### src/rtl/pb_debounce_pkg.sv
// Shared types and default constants for the push-button debouncer slice.
package pb_debounce_pkg;

    typedef enum logic {
        ST_STABLE,
        ST_SETTLING
    } db_state_t;

    localparam int DEF_SYNC_STAGES  = 2;
    localparam int DEF_TICK_DIV     = 100000;
    localparam int DEF_STABLE_TICKS = 20;

    // Counter width for a modulus, never narrower than one bit.
    function automatic int min1_clog2(input int value);
        return (value <= 1) ? 1 : $clog2(value);
    endfunction

endpackage

### src/rtl/pb_debounce_channel.sv
// One debounce channel: pin synchroniser, stability-window FSM and registered
// level plus rise/fall pulses.
module debounce_channel
    import pb_debounce_pkg::*;
#(
    parameter int SYNC_STAGES  = DEF_SYNC_STAGES,
    parameter int STABLE_TICKS = DEF_STABLE_TICKS
) (
    input  logic clk,
    input  logic reset,
    input  logic pin,
    input  logic tick,
    output logic level,
    output logic rise,
    output logic fall
);

    localparam int              CW       = min1_clog2(STABLE_TICKS);
    localparam logic [CW-1:0]   CNT_LAST = CW'(STABLE_TICKS - 1);

    logic [SYNC_STAGES-1:0] sync_ff;
    logic                   sync;

    db_state_t   state, state_nxt;
    logic [CW-1:0] cnt, cnt_nxt;
    logic        level_nxt;
    logic        rise_nxt;
    logic        fall_nxt;

    always_ff @(posedge clk) begin
        if (reset) begin
            sync_ff <= '0;
        end else begin
            sync_ff <= {sync_ff[SYNC_STAGES-2:0], pin};
        end
    end

    assign sync = sync_ff[SYNC_STAGES-1];

    always_ff @(posedge clk) begin
        if (reset) begin
            state <= ST_STABLE;
            cnt   <= '0;
            level <= 1'b0;
            rise  <= 1'b0;
            fall  <= 1'b0;
        end else begin
            state <= state_nxt;
            cnt   <= cnt_nxt;
            level <= level_nxt;
            rise  <= rise_nxt;
            fall  <= fall_nxt;
        end
    end

    // A revert to the current level takes priority over the final tick, so a
    // glitch that ends exactly on the closing tick never reaches the output.
    always_comb begin
        state_nxt = state;
        cnt_nxt   = cnt;
        level_nxt = level;
        rise_nxt  = 1'b0;
        fall_nxt  = 1'b0;
        case (state)
            ST_STABLE: begin
                if (sync != level) begin
                    state_nxt = ST_SETTLING;
                    cnt_nxt   = '0;
                end
            end
            ST_SETTLING: begin
                if (sync == level) begin
                    state_nxt = ST_STABLE;
                    cnt_nxt   = '0;
                end else if (tick && (cnt == CNT_LAST)) begin
                    level_nxt = sync;
                    rise_nxt  = sync;
                    fall_nxt  = ~sync;
                    state_nxt = ST_STABLE;
                    cnt_nxt   = '0;
                end else if (tick) begin
                    cnt_nxt = cnt + 1'b1;
                end
            end
            default: begin
                state_nxt = ST_STABLE;
                cnt_nxt   = '0;
            end
        endcase
    end

endmodule

### src/rtl/pb_debounce.sv
// Multi-channel push-button conditioner: one shared sample-tick prescaler
// feeding an array of independent debounce channels.
module pb_debounce
    import pb_debounce_pkg::*;
#(
    parameter int NUM_CH       = 4,
    parameter int SYNC_STAGES  = DEF_SYNC_STAGES,
    parameter int TICK_DIV     = DEF_TICK_DIV,
    parameter int STABLE_TICKS = DEF_STABLE_TICKS
) (
    input  logic              clk,
    input  logic              reset,
    input  logic [NUM_CH-1:0] pb_in,
    output logic [NUM_CH-1:0] sig_debounced_out,
    output logic [NUM_CH-1:0] rise_pulse,
    output logic [NUM_CH-1:0] fall_pulse
);

    localparam int            PW        = min1_clog2(TICK_DIV);
    localparam logic [PW-1:0] PRESC_MAX = PW'(TICK_DIV - 1);

    logic [PW-1:0] presc;
    logic          tick;

    assign tick = (presc == PRESC_MAX);

    always_ff @(posedge clk) begin
        if (reset) begin
            presc <= '0;
        end else if (tick) begin
            presc <= '0;
        end else begin
            presc <= presc + 1'b1;
        end
    end

    for (genvar g = 0; g < NUM_CH; g++) begin : g_ch
        debounce_channel #(
            .SYNC_STAGES  (SYNC_STAGES),
            .STABLE_TICKS (STABLE_TICKS)
        ) u_ch (
            .clk   (clk),
            .reset (reset),
            .pin   (pb_in[g]),
            .tick  (tick),
            .level (sig_debounced_out[g]),
            .rise  (rise_pulse[g]),
            .fall  (fall_pulse[g])
        );
    end

endmodule

### config.mk
export PLATFORM = sky130hd
export DESIGN_NAME = pb_debounce
export DESIGN_NICKNAME = d
export VERILOG_FILES = /design/src/rtl/pb_debounce_pkg.sv /design/src/rtl/pb_debounce_channel.sv /design/src/rtl/pb_debounce.sv
export SDC_FILE = /design/constraint.sdc
export NUM_CORES = 1
export LEC_CHECK = 0
export CAP_MARGIN = 20
export CORE_UTILIZATION = 58
export DETAILED_ROUTE_END_ITERATION = 16
export PLACE_DENSITY = 0.89
export SYNTH_ARGS = -nofsm -noshare
export SYNTH_HDL_FRONTEND = slang
export SYNTH_SLANG_ARGS = --single-unit
### constraint.sdc
create_clock -name clk -period 2.7 [get_ports clk]
set_input_delay 0.675 -clock clk [delete_from_list [all_inputs] [get_ports clk]]
set_output_delay 0.675 -clock clk [all_outputs]
set_load 0.02 [all_outputs]
==> flow_summary.json, run 1 <==
{
  "core_region_area_sq_mm": 0.00475,
  "final_common_cell": "dfxtp_1",
  "portBuffers": 17,
  "ir_drop_v": 0.000326,
  "num_rows": 25,
  "cp_top_family": "simple AND/OR/NAND/NOR gates",
  "synth_area_per_cell_sq_um": 8.72,
  "crit_path_top_delay_cell": "or4_4",
  "avgRoutedWirePerCell_um": 13.2,
  "wl_mm": 5.41,
  "finalCritPeriodShare_pct": 87.1,
  "post-route-util_pct": 68.6,
  "drt_pass1_iterations": 4,
  "antenna_found_initial": 0,
  "start_util_pct": 60.7,
  "min_path_type": "flop to flop",
  "finalSetupTns_ns": 0,
  "cp-start-kind": "flop",
  "synth-edff-count": 0,
  "area_growth_pct": 12.9,
  "min_period_ns": 2.35,
  "critPathKind": "flop to flop",
  "setup_viol": 0,
  "cts_buffer_depth": 2,
  "drc_errors": 0,
  "clkTransAtPathRegs_ns": 0.07,
  "layout_common_cells": "dfxtp_1, nor2_1, nand3_1, a21oi_1, nand2_1",
  "drive_above_1_share_pct": 6.71,
  "chipWidth_um": 72.6,
  "cts_htree_levels": 3,
  "yosysWarnings": 0,
  "ys_seq_area_share_pct": 42.3,
  "gp_congestion": 0.903,
  "clkLatencyLatePin_ns": 0.34,
  "leakage_nw": 1.13,
  "required_ns": 2.97,
  "yosys_most_used_dff": "dfxtp_1",
  "worstRegToRegCells": 5,
  "crit_buf_inv": 1,
  "powerDensity_mw_per_mm2": 577,
  "rsz0062_at_grt": "no",
  "crit_path_max_incr_delay_ns": 0.65,
  "grt_pass1_vias": 2170,
  "fin_hold_ws_ns": 0.434,
  "cts_buffers": 9,
  "clock.fmax_mhz": 425,
  "end_kind": "flop",
  "r2r-end": "g_ch[0].u_ch.level$_SDFFE_PP0P_",
  "synth_fp_nets": 342,
  "cp.arrival_ns": 2.62,
  "ant_nets": 0,
  "antennaDiodeCount": 0,
  "netlist_area_sq_mm": 0.00289,
  "cts_resized": 0,
  "regToRegStartpoint": "presc[14]$_SDFF_PP0_",
  "cts_root_buf": "clkbuf_8",
  "grt_pass1_wl_mm": 9.27,
  "tritoncts": "yes",
  "crit_chain": "or4b_4 > or4_4 > buf_4 > or3_1 > a21oi_1",
  "hold_viol_final": 0,
  "ctsHoldBuffers": 0,
  "outcome": "completed",
  "fin_skew_ns": 0.00574,
  "r2r_slack_ns": 0.35,
  "cts_setup_buffers": 0,
  "drv_cap": 0,
  "dieArea_sq_mm": 0.00526,
  "fin_nets": 349,
  "hold_end": "g_ch[2].u_ch.sync_ff[1]$_SDFF_PP0_",
  "dp.final_hpwl_mm": 3.62,
  "clock-sinks": 61,
  "io_pins": 18,
  "worstPathMaxFanout": 15,
  "async_flop_share_pct": 0,
  "tightest_slew_ns": 0.680,
  "post_drt_via_cell_ratio": 5.89,
  "die_y_um": 72.6,
  "vias": 2414,
  "slew_headroom_pct": 54.2,
  "synth-seq-cells": 61,
  "synthDistinctLibCells": 46,
  "synthCells": 331,
  "min-delay-start": "g_ch[2].u_ch.sync_ff[0]$_SDFF_PP0_",
  "hold_depth": 1,
  "grt_usage_pct": 22.9,
  "fillCellCount": 379,
  "drt_iter0_drc": 185,
  "grt.overflow.total": 0,
  "grt_max_degree": 31,
  "finalMaxSlewViolations": 0
}
==> routing by layer <==
layer / GRT usage, % / vias up / wire length, um
li1: - / 1204 / -
met2: 36.4 / 70 / 2600
met1: 28.2 / 1131 / 2460
met5: 0 / - / 0
met3: 5.14 / 9 / 258
met4: 14.4 / 0 / 87
==> cells by family after synthesis <==
logic type / count (synthesis) / share of synthesized area [%]
AO/OA/AOI/OAI: 61 / 13.3
buffers and inverters: 36 / 6.50
AND/OR/NAND/NOR: 145 / 28.2
multiplexers: 1 / 0.347
adder cells (fa/ha/maj): 5 / 2.17
XOR/XNOR: 22 / 7.19
flip-flops: 61 / 42.3
==> through the flow <==
step | instances | setup WS (ns) | area, sq um | power, mW
2_1_floorplan | 331 | 0.485 | 2890 | 0.977
3_5_place_dp | 394 | 0.376 | 3040 | 0.999
5_1_grt | 410 | 0.272 | 3260 | 1.94
3_3_place_gp | 394 | 0.399 | 3040 | 0.997
4_1_cts | 410 | 0.348 | 3260 | 1.90
6_report | 410 | 0.347 | 3260 | 1.88
==> sequential cells by signal (all words and copies together) (netlist names) <==
| signal | cells |
|---|---|
| g_ch.u_ch.cnt | 20 |
| presc | 17 |
| g_ch.u_ch.sync_ff | 8 |
| g_ch.u_ch.fall | 4 |
| g_ch.u_ch.level | 4 |
| g_ch.u_ch.rise | 4 |
| g_ch.u_ch.state | 4 |
==> cell type report <==
cell class                 instances  area [sq um]  area share, %
timing repair buffer              22           208           6.37
multi-input combinational        234          1490           45.5
sequential                        61          1220           37.5
tap                               67          83.8           2.57
inverter                          10          37.5           1.15
clock buffer                      12           155           4.76
clock inverter                     4          70.1           2.15
==> worst max path at each step <==
stage / cells past startpoint / to / slack (ns) / start
floorplan: 5 / g_ch[1].u_ch.cnt[3]$_SDFFE_PP0P_ / 0.48 / presc[14]$_SDFF_PP0_
global placement: 5 / g_ch[0].u_ch.level$_SDFFE_PP0P_ / 0.40 / presc[14]$_SDFF_PP0_
detailed placement: 5 / g_ch[0].u_ch.level$_SDFFE_PP0P_ / 0.38 / presc[14]$_SDFF_PP0_
CTS: 5 / g_ch[0].u_ch.level$_SDFFE_PP0P_ / 0.35 / presc[14]$_SDFF_PP0_
global route: 5 / g_ch[0].u_ch.cnt[4]$_SDFFE_PP0P_ / 0.27 / presc[14]$_SDFF_PP0_
finish: 5 / g_ch[0].u_ch.level$_SDFFE_PP0P_ / 0.35 / presc[14]$_SDFF_PP0_
==> cells in the mapped netlist (all sizes together), types with 5 or more instances <==
| cell | number | share of area [%] |
|---|---|---|
| nand4 | 12 | 2.6 |
| nor4 | 6 | 1.3 |
| nand2 | 20 | 2.6 |
| inv | 10 | 1.3 |
| or3 | 5 | 1.1 |
| ha | 5 | 2.2 |
| and2 | 5 | 1.1 |
| buf | 14 | 3.6 |
| nor3b | 6 | 1.6 |
| nor2b | 11 | 2.4 |
| clkbuf | 12 | 1.6 |
| nor3 | 6 | 1.0 |
| nor2 | 29 | 3.8 |
| xor2 | 11 | 3.3 |
| o21ai | 15 | 2.6 |
| and3 | 5 | 1.1 |
| dfxtp | 61 | 42 |
| xnor2 | 10 | 3.0 |
| a21oi | 21 | 3.6 |
| nand3 | 22 | 3.8 |
==> report_power, final <==
group	switching (mW)	leakage (nW)	internal, mW
Sequential	0.00965	0.494	0.911
Combinational	0.0340	0.515	0.0249
Clock	0.334	0.116	0.567
Note: power is estimated with default switching activity, not from simulation.
==> run 2: changes to the inputs <==
GPL_TIMING_DRIVEN = 0   (was not set)
PLACE_DENSITY = 0.78   (was 0.89)
==> flow_summary.json, run 2 (synthesis gave the netlist of run 1 again) <==
{
  "powerDensity_mw_per_mm2": 504,
  "finalMaxSlewViolations": 0,
  "cts_root_buf": "clkbuf_8",
  "critPathKind": "flop to flop",
  "clock-sinks": 61,
  "dieArea_sq_mm": 0.00526,
  "num_rows": 25,
  "wl_mm": 6.12,
  "clkTransAtPathRegs_ns": 0.07,
  "drt_iter0_drc": 156,
  "vias": 2444,
  "drc_errors": 0,
  "ctsHoldBuffers": 0,
  "cts_setup_buffers": 0,
  "drive_above_1_share_pct": 7.71,
  "die_y_um": 72.6,
  "cts_buffer_depth": 2,
  "min_path_type": "flop to flop",
  "min_period_ns": 2.50,
  "area_growth_pct": 14.5,
  "tightest_slew_ns": 0.670,
  "end_kind": "flop",
  "clock.fmax_mhz": 399,
  "tritoncts": "yes",
  "clkLatencyLatePin_ns": 0.34,
  "layout_common_cells": "dfxtp_1, nor2_1, nand3_1, a21oi_1, nand2_1",
  "cp-start-kind": "flop",
  "fin_nets": 370,
  "biggestRegsByFlops": "g_ch.u_ch.cnt: 20 flops, presc: 17 flops, g_ch.u_ch.sync_ff: 8 flops",
  "drv_cap": 0,
  "slew_headroom_pct": 54.9,
  "required_ns": 2.95,
  "post_drt_via_cell_ratio": 5.68,
  "largest_register_ffs": 20,
  "rsz0062_at_grt": "no",
  "grt_pass1_wl_mm": 10.1,
  "antenna_found_initial": 0,
  "grt_max_degree": 11,
  "antennaDiodeCount": 0,
  "outcome": "completed",
  "drt_pass1_iterations": 4,
  "grt.overflow.total": 0,
  "avgRoutedWirePerCell_um": 14.2,
  "portBuffers": 17,
  "gp_congestion": 0.852,
  "fillCellCount": 413,
  "finalSetupTns_ns": 0,
  "cp.arrival_ns": 2.75,
  "start_util_pct": 60.7,
  "ant_nets": 0,
  "hold_viol_final": 0,
  "worstPathMaxFanout": 10,
  "fin_skew_ns": 0.00568,
  "cts_buffers": 9,
  "grt_usage_pct": 25.4,
  "ir_drop_v": 0.000329,
  "cts_htree_levels": 3,
  "grt_pass1_vias": 2227,
  "chipWidth_um": 72.6,
  "largest-register": "g_ch.u_ch.cnt",
  "io_pins": 18,
  "dp.final_hpwl_mm": 4.26,
  "fin_hold_ws_ns": 0.439,
  "core_region_area_sq_mm": 0.00475,
  "final_common_cell": "dfxtp_1",
  "finalCritPeriodShare_pct": 92.7,
  "setup_viol": 0,
  "leakage_nw": 1.16
}
run 2: worst max-delay path, cell delays in order, from the launching register on:
cell and delay [ns]:
dfxtp_1 0.37, or4b_4 0.57, nor4_2 0.55, clkbuf_1 0.50, a32oi_1 0.16, a21boi_0 0.25
run 2: path summary, 6_finish.rpt:
path / from / endpoint / slack [ns] / depth (start not counted)
worst min register to register: g_ch[1].u_ch.sync_ff[0]$_SDFF_PP0_ / g_ch[1].u_ch.sync_ff[1]$_SDFF_PP0_ / 0.44 / 1
worst max-delay path: presc[6]$_SDFF_PP0_ / g_ch[2].u_ch.cnt[2]$_SDFFE_PP0P_ / 0.20 / 5
worst min-delay path: g_ch[1].u_ch.sync_ff[0]$_SDFF_PP0_ / g_ch[1].u_ch.sync_ff[1]$_SDFF_PP0_ / 0.44 / 1
worst max register to register: presc[6]$_SDFF_PP0_ / g_ch[2].u_ch.cnt[2]$_SDFFE_PP0P_ / 0.20 / 5
run 2: metrics by stage:
step                power, mW  area [sq um]  utilization, %  setup WS (ns)  std cells
floorplan               0.977          2890               -          0.485        331
global placement        0.998          3140            66.1          0.115        415
detailed placement       1.00          3140            66.1         0.0242        415
CTS                      1.67          3300            69.4         0.0169        430
global route             1.72          3310            69.6         0.0282        430
finish                   1.67          3310            69.6          0.196        430
run 2: power by group:
part | internal, mW | switching, mW | total, mW
Sequential | 0.911 | 0.00835 | 0.919
Clock | 0.351 | 0.334 | 0.685
Combinational | 0.0239 | 0.0379 | 0.0618
Total | 1.29 | 0.381 | 1.67
run 2: repair_timing:
| item | 4_1_cts | 5_1_grt |
|---|---|---|
| resized for setup | 0 | 1 |
| hold endpoints to repair | 0 | 0 |
| endpoints found under the setup margin | 0 | 15 |
run 2: routing by layer:
layer  GRT usage [%]  vias up  wire length, um  part of all wire (%)
li1                -     1243                -                     -
met1            33.6     1132             2970                    48
met2            40.1       59             2800                    46
met3            4.58       10              240                   3.9
met4            12.4        0              118                   1.9
met5               0        -                0                     0
run 2: layout make-up:
cell class / count / area (sq um) / share of cell area, %
clock buffer: 13 / 149 / 4.50
multi-input combinational: 234 / 1490 / 44.9
clock inverter: 2 / 10.0 / 0.303
buffer: 26 / 150 / 4.54
inverter: 10 / 37.5 / 1.14
timing repair buffer: 17 / 170 / 5.15
sequential: 61 / 1220 / 36.9
tap: 67 / 83.8 / 2.53
